==> src/rtl/sop_pos_sweep_ctrl_pkg.sv <==
// Shared definitions for the SOP/POS sweep controller: FSM state encoding
// and the vector/counter widths used by the top and its vector counter.
package sop_pos_sweep_ctrl_pkg;

    typedef enum logic [1:0] {
        ST_IDLE   = 2'd0,
        ST_DRIVE  = 2'd1,
        ST_SAMPLE = 2'd2,
        ST_DONE   = 2'd3
    } sweep_state_t;

    localparam int NUM_VECTORS = 16;
    localparam int VEC_W       = 4;
    localparam int CNT_W       = 5;

endpackage

==> src/rtl/sop_pos_sweep_ctrl_sweep_vec_counter.sv <==
// Vector counter for the sweep: holds the current 4-bit input vector,
// clears to zero, advances on enable and flags the last vector (15).
module sweep_vec_counter
    import sop_pos_sweep_ctrl_pkg::*;
(
    input  logic             clk,
    input  logic             rst_n,
    input  logic             clr,
    input  logic             en,
    output logic [VEC_W-1:0] vec,
    output logic             last
);

    logic [VEC_W-1:0] vec_reg;

    // Clear wins over enable so an abort or a new sweep always restarts at 0.
    always_ff @(posedge clk or negedge rst_n) begin
        if (!rst_n) begin
            vec_reg <= '0;
        end else if (clr) begin
            vec_reg <= '0;
        end else if (en) begin
            vec_reg <= vec_reg + 1'b1;
        end
    end

    assign vec  = vec_reg;
    assign last = (vec_reg == VEC_W'(NUM_VECTORS - 1));

endmodule

==> src/rtl/sop_pos_sweep_ctrl.sv <==
// SOP/POS sweep controller: walks the function block through all 16 input
// vectors, holds each for SETTLE_CYCLES cycles, samples f_sop/f_pos and
// accumulates on-set size, mismatch count and the first mismatching vector.
// Optional truth-table capture is enabled by SOP_POS_SWEEP_TT_CAPTURE_EN.
module sop_pos_sweep_ctrl
    import sop_pos_sweep_ctrl_pkg::*;
#(
    parameter int SETTLE_CYCLES = 1
) (
    input  logic        clk,
    input  logic        rst_n,
    input  logic        start,
    input  logic        abort,
    input  logic        f_sop,
    input  logic        f_pos,
    output logic        x,
    output logic        y,
    output logic        w,
    output logic        z,
    output logic        busy,
    output logic        done,
    output logic [4:0]  ones_count,
    output logic [4:0]  mismatch_count,
    output logic [3:0]  first_mismatch,
    output logic        mismatch_flag,
    output logic [15:0] truth_table
);

    localparam logic [3:0] SETTLE_INIT = 4'(SETTLE_CYCLES);

    sweep_state_t     state_reg, state_next;
    logic [3:0]       settle_reg;
    logic [VEC_W-1:0] vec;
    logic             vec_last;

    logic             vec_clr;
    logic             vec_en;
    logic             settle_load;
    logic             settle_dec;
    logic             acc_clear;
    logic             sample_en;

    logic [CNT_W-1:0] ones_count_reg;
    logic [CNT_W-1:0] mismatch_count_reg;
    logic [VEC_W-1:0] first_mismatch_reg;
    logic             mismatch_flag_reg;

    sweep_vec_counter u_vec_counter (
        .clk   (clk),
        .rst_n (rst_n),
        .clr   (vec_clr),
        .en    (vec_en),
        .vec   (vec),
        .last  (vec_last)
    );

    // FSM state register.
    always_ff @(posedge clk or negedge rst_n) begin
        if (!rst_n) begin
            state_reg <= ST_IDLE;
        end else begin
            state_reg <= state_next;
        end
    end

    // Next-state and control strobes; abort overrides everything, including start.
    always_comb begin
        state_next  = state_reg;
        vec_clr     = 1'b0;
        vec_en      = 1'b0;
        settle_load = 1'b0;
        settle_dec  = 1'b0;
        acc_clear   = 1'b0;
        sample_en   = 1'b0;
        if (abort) begin
            state_next = ST_IDLE;
            vec_clr    = 1'b1;
        end else begin
            case (state_reg)
                ST_IDLE, ST_DONE: begin
                    if (start) begin
                        vec_clr     = 1'b1;
                        settle_load = 1'b1;
                        acc_clear   = 1'b1;
                        state_next  = ST_DRIVE;
                    end
                end
                ST_DRIVE: begin
                    if (settle_reg <= 4'd1) begin
                        state_next = ST_SAMPLE;
                    end else begin
                        settle_dec = 1'b1;
                    end
                end
                ST_SAMPLE: begin
                    sample_en = 1'b1;
                    if (vec_last) begin
                        state_next = ST_DONE;
                    end else begin
                        vec_en      = 1'b1;
                        settle_load = 1'b1;
                        state_next  = ST_DRIVE;
                    end
                end
                default: state_next = ST_IDLE;
            endcase
        end
    end

    // Settle counter: loaded per vector, counts down while the vector is held.
    always_ff @(posedge clk or negedge rst_n) begin
        if (!rst_n) begin
            settle_reg <= '0;
        end else if (settle_load) begin
            settle_reg <= SETTLE_INIT;
        end else if (settle_dec) begin
            settle_reg <= settle_reg - 1'b1;
        end
    end

    // Result accumulators: cleared on a new sweep, held across abort.
    always_ff @(posedge clk or negedge rst_n) begin
        if (!rst_n) begin
            ones_count_reg     <= '0;
            mismatch_count_reg <= '0;
            first_mismatch_reg <= '0;
            mismatch_flag_reg  <= 1'b0;
        end else if (acc_clear) begin
            ones_count_reg     <= '0;
            mismatch_count_reg <= '0;
            first_mismatch_reg <= '0;
            mismatch_flag_reg  <= 1'b0;
        end else if (sample_en) begin
            ones_count_reg <= ones_count_reg + CNT_W'(f_sop);
            if (f_sop != f_pos) begin
                mismatch_count_reg <= mismatch_count_reg + 1'b1;
                if (!mismatch_flag_reg) begin
                    first_mismatch_reg <= vec;
                    mismatch_flag_reg  <= 1'b1;
                end
            end
        end
    end

`ifdef SOP_POS_SWEEP_TT_CAPTURE_EN
    logic [NUM_VECTORS-1:0] truth_table_reg;

    // Truth-table capture: one bit of f_sop per vector.
    always_ff @(posedge clk or negedge rst_n) begin
        if (!rst_n) begin
            truth_table_reg <= '0;
        end else if (acc_clear) begin
            truth_table_reg <= '0;
        end else if (sample_en) begin
            truth_table_reg[vec] <= f_sop;
        end
    end

    assign truth_table = truth_table_reg;
`else
    assign truth_table = 16'h0000;
`endif

    assign {x, y, w, z}   = vec;
    assign busy           = (state_reg == ST_DRIVE) || (state_reg == ST_SAMPLE);
    assign done           = (state_reg == ST_DONE);
    assign ones_count     = ones_count_reg;
    assign mismatch_count = mismatch_count_reg;
    assign first_mismatch = first_mismatch_reg;
    assign mismatch_flag  = mismatch_flag_reg;

endmodule

==> config.mk <==
export PLATFORM = sky130hd
export DESIGN_NAME = sop_pos_sweep_ctrl
export DESIGN_NICKNAME = d
export VERILOG_FILES = /design/src/rtl/sop_pos_sweep_ctrl_pkg.sv /design/src/rtl/sop_pos_sweep_ctrl_sweep_vec_counter.sv /design/src/rtl/sop_pos_sweep_ctrl.sv
export SDC_FILE = /design/constraint.sdc
export NUM_CORES = 1
export LEC_CHECK = 0
export CORE_UTILIZATION = 45
export CTS_CLUSTER_SIZE = 30
export DETAILED_ROUTE_END_ITERATION = 7
export PLACE_DENSITY = 0.75
export SLEW_MARGIN = 15
export SYNTH_ARGS = -nofsm -noshare
export SYNTH_HDL_FRONTEND = slang
export SYNTH_HIERARCHICAL = 1
export SYNTH_SLANG_ARGS = --single-unit
==> constraint.sdc <==
create_clock -name clk -period 2.45 [get_ports clk]
set_input_delay 0.3675 -clock clk [delete_from_list [all_inputs] [get_ports clk]]
set_output_delay 0.3675 -clock clk [all_outputs]
set_load 0.01 [all_outputs]
# [Yosys cells after proc, flatten, opt, wreduce, memory -nomap -nowiden]
# Cells that the tools add are included.
[classes] addsub=4 order_cmp=1 eq_ne=8 mux=35 n_reduce_logical=10
[ops] op="4-bit 2-to-1 mux" n=8
[ops] op="5-bit 2-to-1 mux" n=5
[ops] op="1-bit 2-to-1 mux" n=16
[ops] op="2-bit 2-to-1 mux" n=4
[ops] op="2-bit nonzero test" n=4
[ops] op="3-bit inequality test (second input constant)" n=2
[ops] op="2-bit one-hot mux with 3 select lines" n=1
[ops] op="5-bit by 1-bit adder with 5-bit output" n=1
[ops] op="5-bit by 1-bit adder with 5-bit output (second input constant)" n=1
[ops] op="4-bit by 1-bit adder with 4-bit output (second input constant)" n=1
[ops] op="2-bit equality test (second input constant)" n=2
[ops] op="4-bit equality test (second input constant)" n=1
[ops] op="4-bit by 1-bit less-or-equal comparator with 1-bit output (second input constant)" n=1
[ops] op="2-bit AND reduction" n=2
[ops] op="4-bit by 1-bit subtractor with 4-bit output (second input constant)" n=1
[ops] op="3-bit AND reduction" n=1
[ops] op="2-bit by 1-bit equality test with 1-bit output (second input constant)" n=1
[ops] op="2-bit zero test" n=1
[ops] op="2-bit inequality test (second input constant)" n=1
[ops] op="1-bit one-hot mux with 2 select lines" n=1
[ops] op="2-bit OR reduction" n=1
[ops] op="1-bit logical OR" n=1
[ops] op="1-bit inequality test" n=1
[totals] register_bits=25 output_inout_bits=37

# [Logic depth before layout (Yosys ltp)]
[logic_depth] word_depth=6 depth_mapped=7 depth_no_buf=6

# [Modules after synthesis]
# Netlist, hierarchy kept.
[modules_own_cells] module="sop_pos_sweep_ctrl" instances=1 cells_per_inst=127 area_per_inst_um2=1244.9
[modules_own_cells] module="sweep_vec_counter" instances=1 cells_per_inst=17 area_per_inst_um2=198.9

# [Worst setup path before layout]
# No wires, ideal clock.
[synth_timing] path_kind="reg2reg" startpoint="register state_reg[0]" endpoint="register u_vec_counter.vec_reg[3] (netlist: u_vec_counter/vec[3])" setup_time_ps=125 arrival_time_ps=1562 slack_ps=763 stages_incl_launch_ff=8 cell_sequence="dfrtp_1 > inv_1 > ha_1 > nor2b_2 > buf_6 > and2_2 > nand4_1 > mux2_4"
[synth_via] word_cells_on_any_way=10
[synth_lines] element="start: declaration" line="sop_pos_sweep_ctrl.sv:31" text="sweep_state_t state_reg, state_next;"
[synth_lines] element="start signal: assignment" line="sop_pos_sweep_ctrl.sv:62" text="state_reg <= state_next;"
[synth_lines] element="2-bit equality test" line="sop_pos_sweep_ctrl.sv:79" text="case (state_reg)"
[synth_lines] element="1-bit 2-to-1 mux" line="sop_pos_sweep_ctrl.sv:79"
[synth_lines] element="1-bit 2-to-1 mux" line="sop_pos_sweep_ctrl.sv:75" text="if (abort) begin"
[synth_lines] element="net vec_en" line="sop_pos_sweep_ctrl.sv:37" text="logic vec_en;"
[synth_lines] element="2-bit nonzero test (no source line)"
[synth_lines] element="end signal: assignment" line="sop_pos_sweep_ctrl_sweep_vec_counter.sv:23" text="vec_reg <= vec_reg + 1'b1;"
[synth_lines] element="end: declaration" line="sop_pos_sweep_ctrl_sweep_vec_counter.sv:14" text="logic [VEC_W-1:0] vec_reg;"
# The timed path passes the listed nets, and every way through them passes these cells.
# A chain may end at the register's enable or synchronous reset.

# [Worst setup path after layout]
[layout_timing] startpoint="register state_reg[0]" endpoint="output port busy"
[layout_via] elab_chain_len=2 word_cells_on_any_way=3
[layout_rtl] element="2-bit by 1-bit equality test with 1-bit output / 2-bit equality test (equally long branches)" line="sop_pos_sweep_ctrl.sv:165" text="assign busy = (state_reg == ST_DRIVE) || (state_reg == ST_SAMPLE);"
[layout_rtl] element="1-bit logical OR (*)" line="sop_pos_sweep_ctrl.sv:165"
[layout_rtl] element="end: declaration" line="sop_pos_sweep_ctrl.sv:20" text="output logic busy,"
# Every way passes the cells marked *; elsewhere a longest branch is shown, timed or not.

==> results.txt <==
----------------------------------------------------
[Place]
  Area post-placement ... 1699 µm²
  Placed insts ... 214
  Hpwl dp ... 1959 µm
  IO buf count ... 26
  Last weighted congestion value of the routability-driven placer ... 0.7388

[Global routing]
  Most utilized layer in the global route result ... met2
  Global routing usage on met2 ... 27.91%
  Global Route Usage Sum ... 16.60%
  Maximum number of pins on one net before global-route repair ... 26
  Vias in the first global route ... 1014
  Number of antenna violations at the first check in global routing ... 0
  Wire length of the first global-routing pass ... 4416 µm
  M1 GR Usage ... 22.13%
  Global route overflow ... 0
  Met3 layer usage reported by global route ... 1.978%

[Floorplanning]
  Initial core utilization ... 47.30%
  Placement Rows ... 20
  Die X-Extent ... 58.65 µm
  Number of ports placed on the die boundary ... 43
  Core box area ... 3053 µm²
  Die area ... 3439 µm²
  Die boundary height ... 58.65 µm

[Critical path]
  R2r worst-path depth ... 6
  Arrival @ worst endpoint ... 1.82 ns
  Ordered list of cells on the worst path ... inv_1 -> ha_1 -> inv_1 -> clkdlybuf4s50_1
  Slowest stage cell on the critical path ... sky130_fd_sc_hd__clkdlybuf4s50_1
  Req. time, crit path ... 2.08 ns
  Category of cells accounting for the largest share of critical-path delay ... buffers and inverters
  Beginning of the worst register-to-register path ... state_reg[0]
  Start-to-end type of the worst setup path ... reg2out
  Crit path buffers/inverters ... 3
  CP startpoint kind ... flip-flop
  Largest stage delay, worst path ... 0.55 ns
  Worst Setup End Kind ... output pin
  CP Depth ... 4
  Startpoint of the worst setup timing path ... state_reg[0]
  Most prevalent standard cell on the critical path ... sky130_fd_sc_hd__inv_1
  Crit Path Max Fanout ... 5

[Finish]
  Final cell area excluding filler cells ... 1727 µm²
  Net count, final ... 191
  Number of standard cells in the final layout excluding fillers ... 218
  Area occupied by registers ... 625.6 µm²
  Layout overhead on the synthesized area ... 19.58%
  Area of the multi-input gates ... 713.2 µm²
  Share of layout cells above drive strength 1 ... 6.897%
  N_diodes ... 0
  Fill cell instance count of the final layout ... 287

[CTS]
  CTS clock-pin slew for the worst setup and hold paths ... 0.14 ns
  Clock sink count ... 25
  CTS tree ... built
  H-Tree Depth ... 1
  Clock Tree Buf Depth ... 2
  Count of hold buffers inserted by post-cts repair ... 0
  Clock latency on the worst-skew pair ... 0.31 ns
  Root cell of the clock tree ... sky130_fd_sc_hd__clkbuf_4
  Total clock buffers created by CTS ... 3
  Number of post-CTS setup repair buffers ... 0
  Number of gates resized after CTS ... 0

[Drt]
  Routed wire length ... 2643 µm
  Post-DRT Antenna Nets ... 0
  Ratio of routed vias to standard cells ... 4.982
  DRC violation count after routing ... 0
  First-iteration detailed-routing DRC count ... 16
  Vias after detailed routing ... 1086
  Wirelength per Cell ... 12.12 µm
  Length of the first detailed-routing pass in iterations ... 4

[Yosys]
  Number of synthesized flops with an enable pin ... 0
  Synth unique cells ... 36
  Ys async rst share ... 100.0%
  Portion of the post-synthesis area used by sequential elements ... 43.33%
  Mean instance size in the synthesized netlist ... 10.03 µm²
  Syn. warnings ... 6
  Synthesized instance count ... 144
  Area of the mapped netlist ... 1444 µm²
  #FFs+latches synth ... 25
  Commonest register cell after synthesis ... sky130_fd_sc_hd__dfrtp_1

[Power and ir drop]
  Pleak ... 0.8053 nW
  Power density over cell area ... 586.1 nW/µm²
  Peak supply drop ... 0.2621 mV
  Overall power of the completed layout ... 0.001012 W

[Job]
  Max-capacitance violation count ... 0

[STA]
  Final-layout setup total negative slack ... 0 ns
  Largest clock skew in the final design ... 0.003791 ns
  Worst Hold Margin ... 0.3863 ns
  Final setup vio count ... 0
  Time the worst path needs with I/O delays and setup ... 2.188 ns
  Achievable frequency ... 0.4570 GHz
  Tcrit/Tclk final ... 89.32%
  Final Hold Vio Count ... 0
  Max-slew violation count ... 0
  RSZ-0062 raised after global routing ... false

[Status]
  Status ... completed

[Min path]
  HP Class ... in2async

----------------------------------------------------
[cells by family (layout without fill, tap and decap cells)]
logic type | after synthesis | count (layout) | synth area share (%)
XOR/XNOR | 9 | 9 | 5.980
buffers and inverters | 25 | 40 | 11.18
adder cells (fa/ha/maj) | 10 | 10 | 8.666
AO/OA/AOI/OAI | 24 | 24 | 12.22
multiplexers | 2 | 2 | 1.733
AND/OR/NAND/NOR | 48 | 48 | 16.64
flip-flops | 25 | 25 | 43.33
other | 1 | 16 | 0.2597
[stage by stage]
step                      setup slack, ns  util (%)
after global routing               0.1305     56.56
after detailed placement           0.4154     55.66
after global placement             0.4847     55.66
final                              0.2616     56.56
after floorplan                    0.7626         -
after CTS                          0.2412     56.56
[cell usage in the layout (no fill, tap or decap), types with 4 or more instances in the layout]
cell	n
sky130_fd_sc_hd__clkdlybuf4s50_1	26
sky130_fd_sc_hd__dfrtp_1	25
sky130_fd_sc_hd__conb_1	16
sky130_fd_sc_hd__nor2_1	14
sky130_fd_sc_hd__nand2_1	10
sky130_fd_sc_hd__ha_1	10
sky130_fd_sc_hd__inv_1	8
sky130_fd_sc_hd__o21ai_0	6
sky130_fd_sc_hd__xor2_1	5
sky130_fd_sc_hd__nand3_1	5
sky130_fd_sc_hd__a32o_1	5
sky130_fd_sc_hd__a21oi_1	4
[cell usage after synthesis, types with 2 or more instances]
| cell | n | area share, % |
|---|---|---|
| sky130_fd_sc_hd__dfrtp_1 | 25 | 43 |
| sky130_fd_sc_hd__buf_4 | 16 | 8.3 |
| sky130_fd_sc_hd__nor2_1 | 14 | 3.6 |
| sky130_fd_sc_hd__ha_1 | 10 | 8.7 |
| sky130_fd_sc_hd__nand2_1 | 10 | 2.6 |
| sky130_fd_sc_hd__inv_1 | 8 | 2.1 |
| sky130_fd_sc_hd__o21ai_0 | 6 | 2.1 |
| sky130_fd_sc_hd__a32o_1 | 5 | 3.5 |
| sky130_fd_sc_hd__nand3_1 | 5 | 1.7 |
| sky130_fd_sc_hd__xor2_1 | 5 | 3.0 |
| sky130_fd_sc_hd__a21oi_1 | 4 | 1.4 |
| sky130_fd_sc_hd__nand4_1 | 3 | 1.3 |
| sky130_fd_sc_hd__nor3_1 | 3 | 1.0 |
| sky130_fd_sc_hd__xnor2_1 | 3 | 1.8 |
| sky130_fd_sc_hd__and3_1 | 2 | 0.87 |
| sky130_fd_sc_hd__nand3b_1 | 2 | 1.0 |
| sky130_fd_sc_hd__nor2b_1 | 2 | 0.87 |
| sky130_fd_sc_hd__o31ai_1 | 2 | 1.0 |
| sky130_fd_sc_hd__or3_1 | 2 | 0.87 |
[routing by layer]
layer | share of wire, % | wire length (µm) | vias to the layer above
li1 | - | - | 529
met1 | 48 | 1267 | 528
met2 | 48 | 1280 | 27
met3 | 2.9 | 76 | 2
met4 | 0.72 | 19 | 0
met5 | 0 | 0 | -
[final cells by class]
type                            count  area share (%)
Tap cell                           44           3.188
Multi-Input combinational cell    109           41.30
Clock inverter                      1          0.2899
Clock buffer                        3           1.304
Timing Repair Buffer               28           15.94
Inverter                            8           1.739
Sequential cell                    25           36.23
[power by group]
| part | leakage [nW] | total [W] | internal [W] | switching (W) |
|---|---|---|---|---|
| logic | 0.445 | 0.000334 | 0.000143 | 0.000191 |
| clock network | 0.0177 | 0.000182 | 0.0000610 | 0.000121 |
| registers | 0.343 | 0.000496 | 0.000451 | 0.0000444 |
[path summary, 6_finish.rpt]
check                                        to  slack, ns
max reg2reg                u_vec_counter/vec[3]       0.59
min reg2reg                       mismatch_flag       0.54
min in group clk                  mismatch_flag       0.54
max                                        busy       0.26
max in group asynchronous  u_vec_counter/vec[0]       1.81
min                           mismatch_count[0]       0.39
No activity file was read; power rests on OpenSTA's default activity.
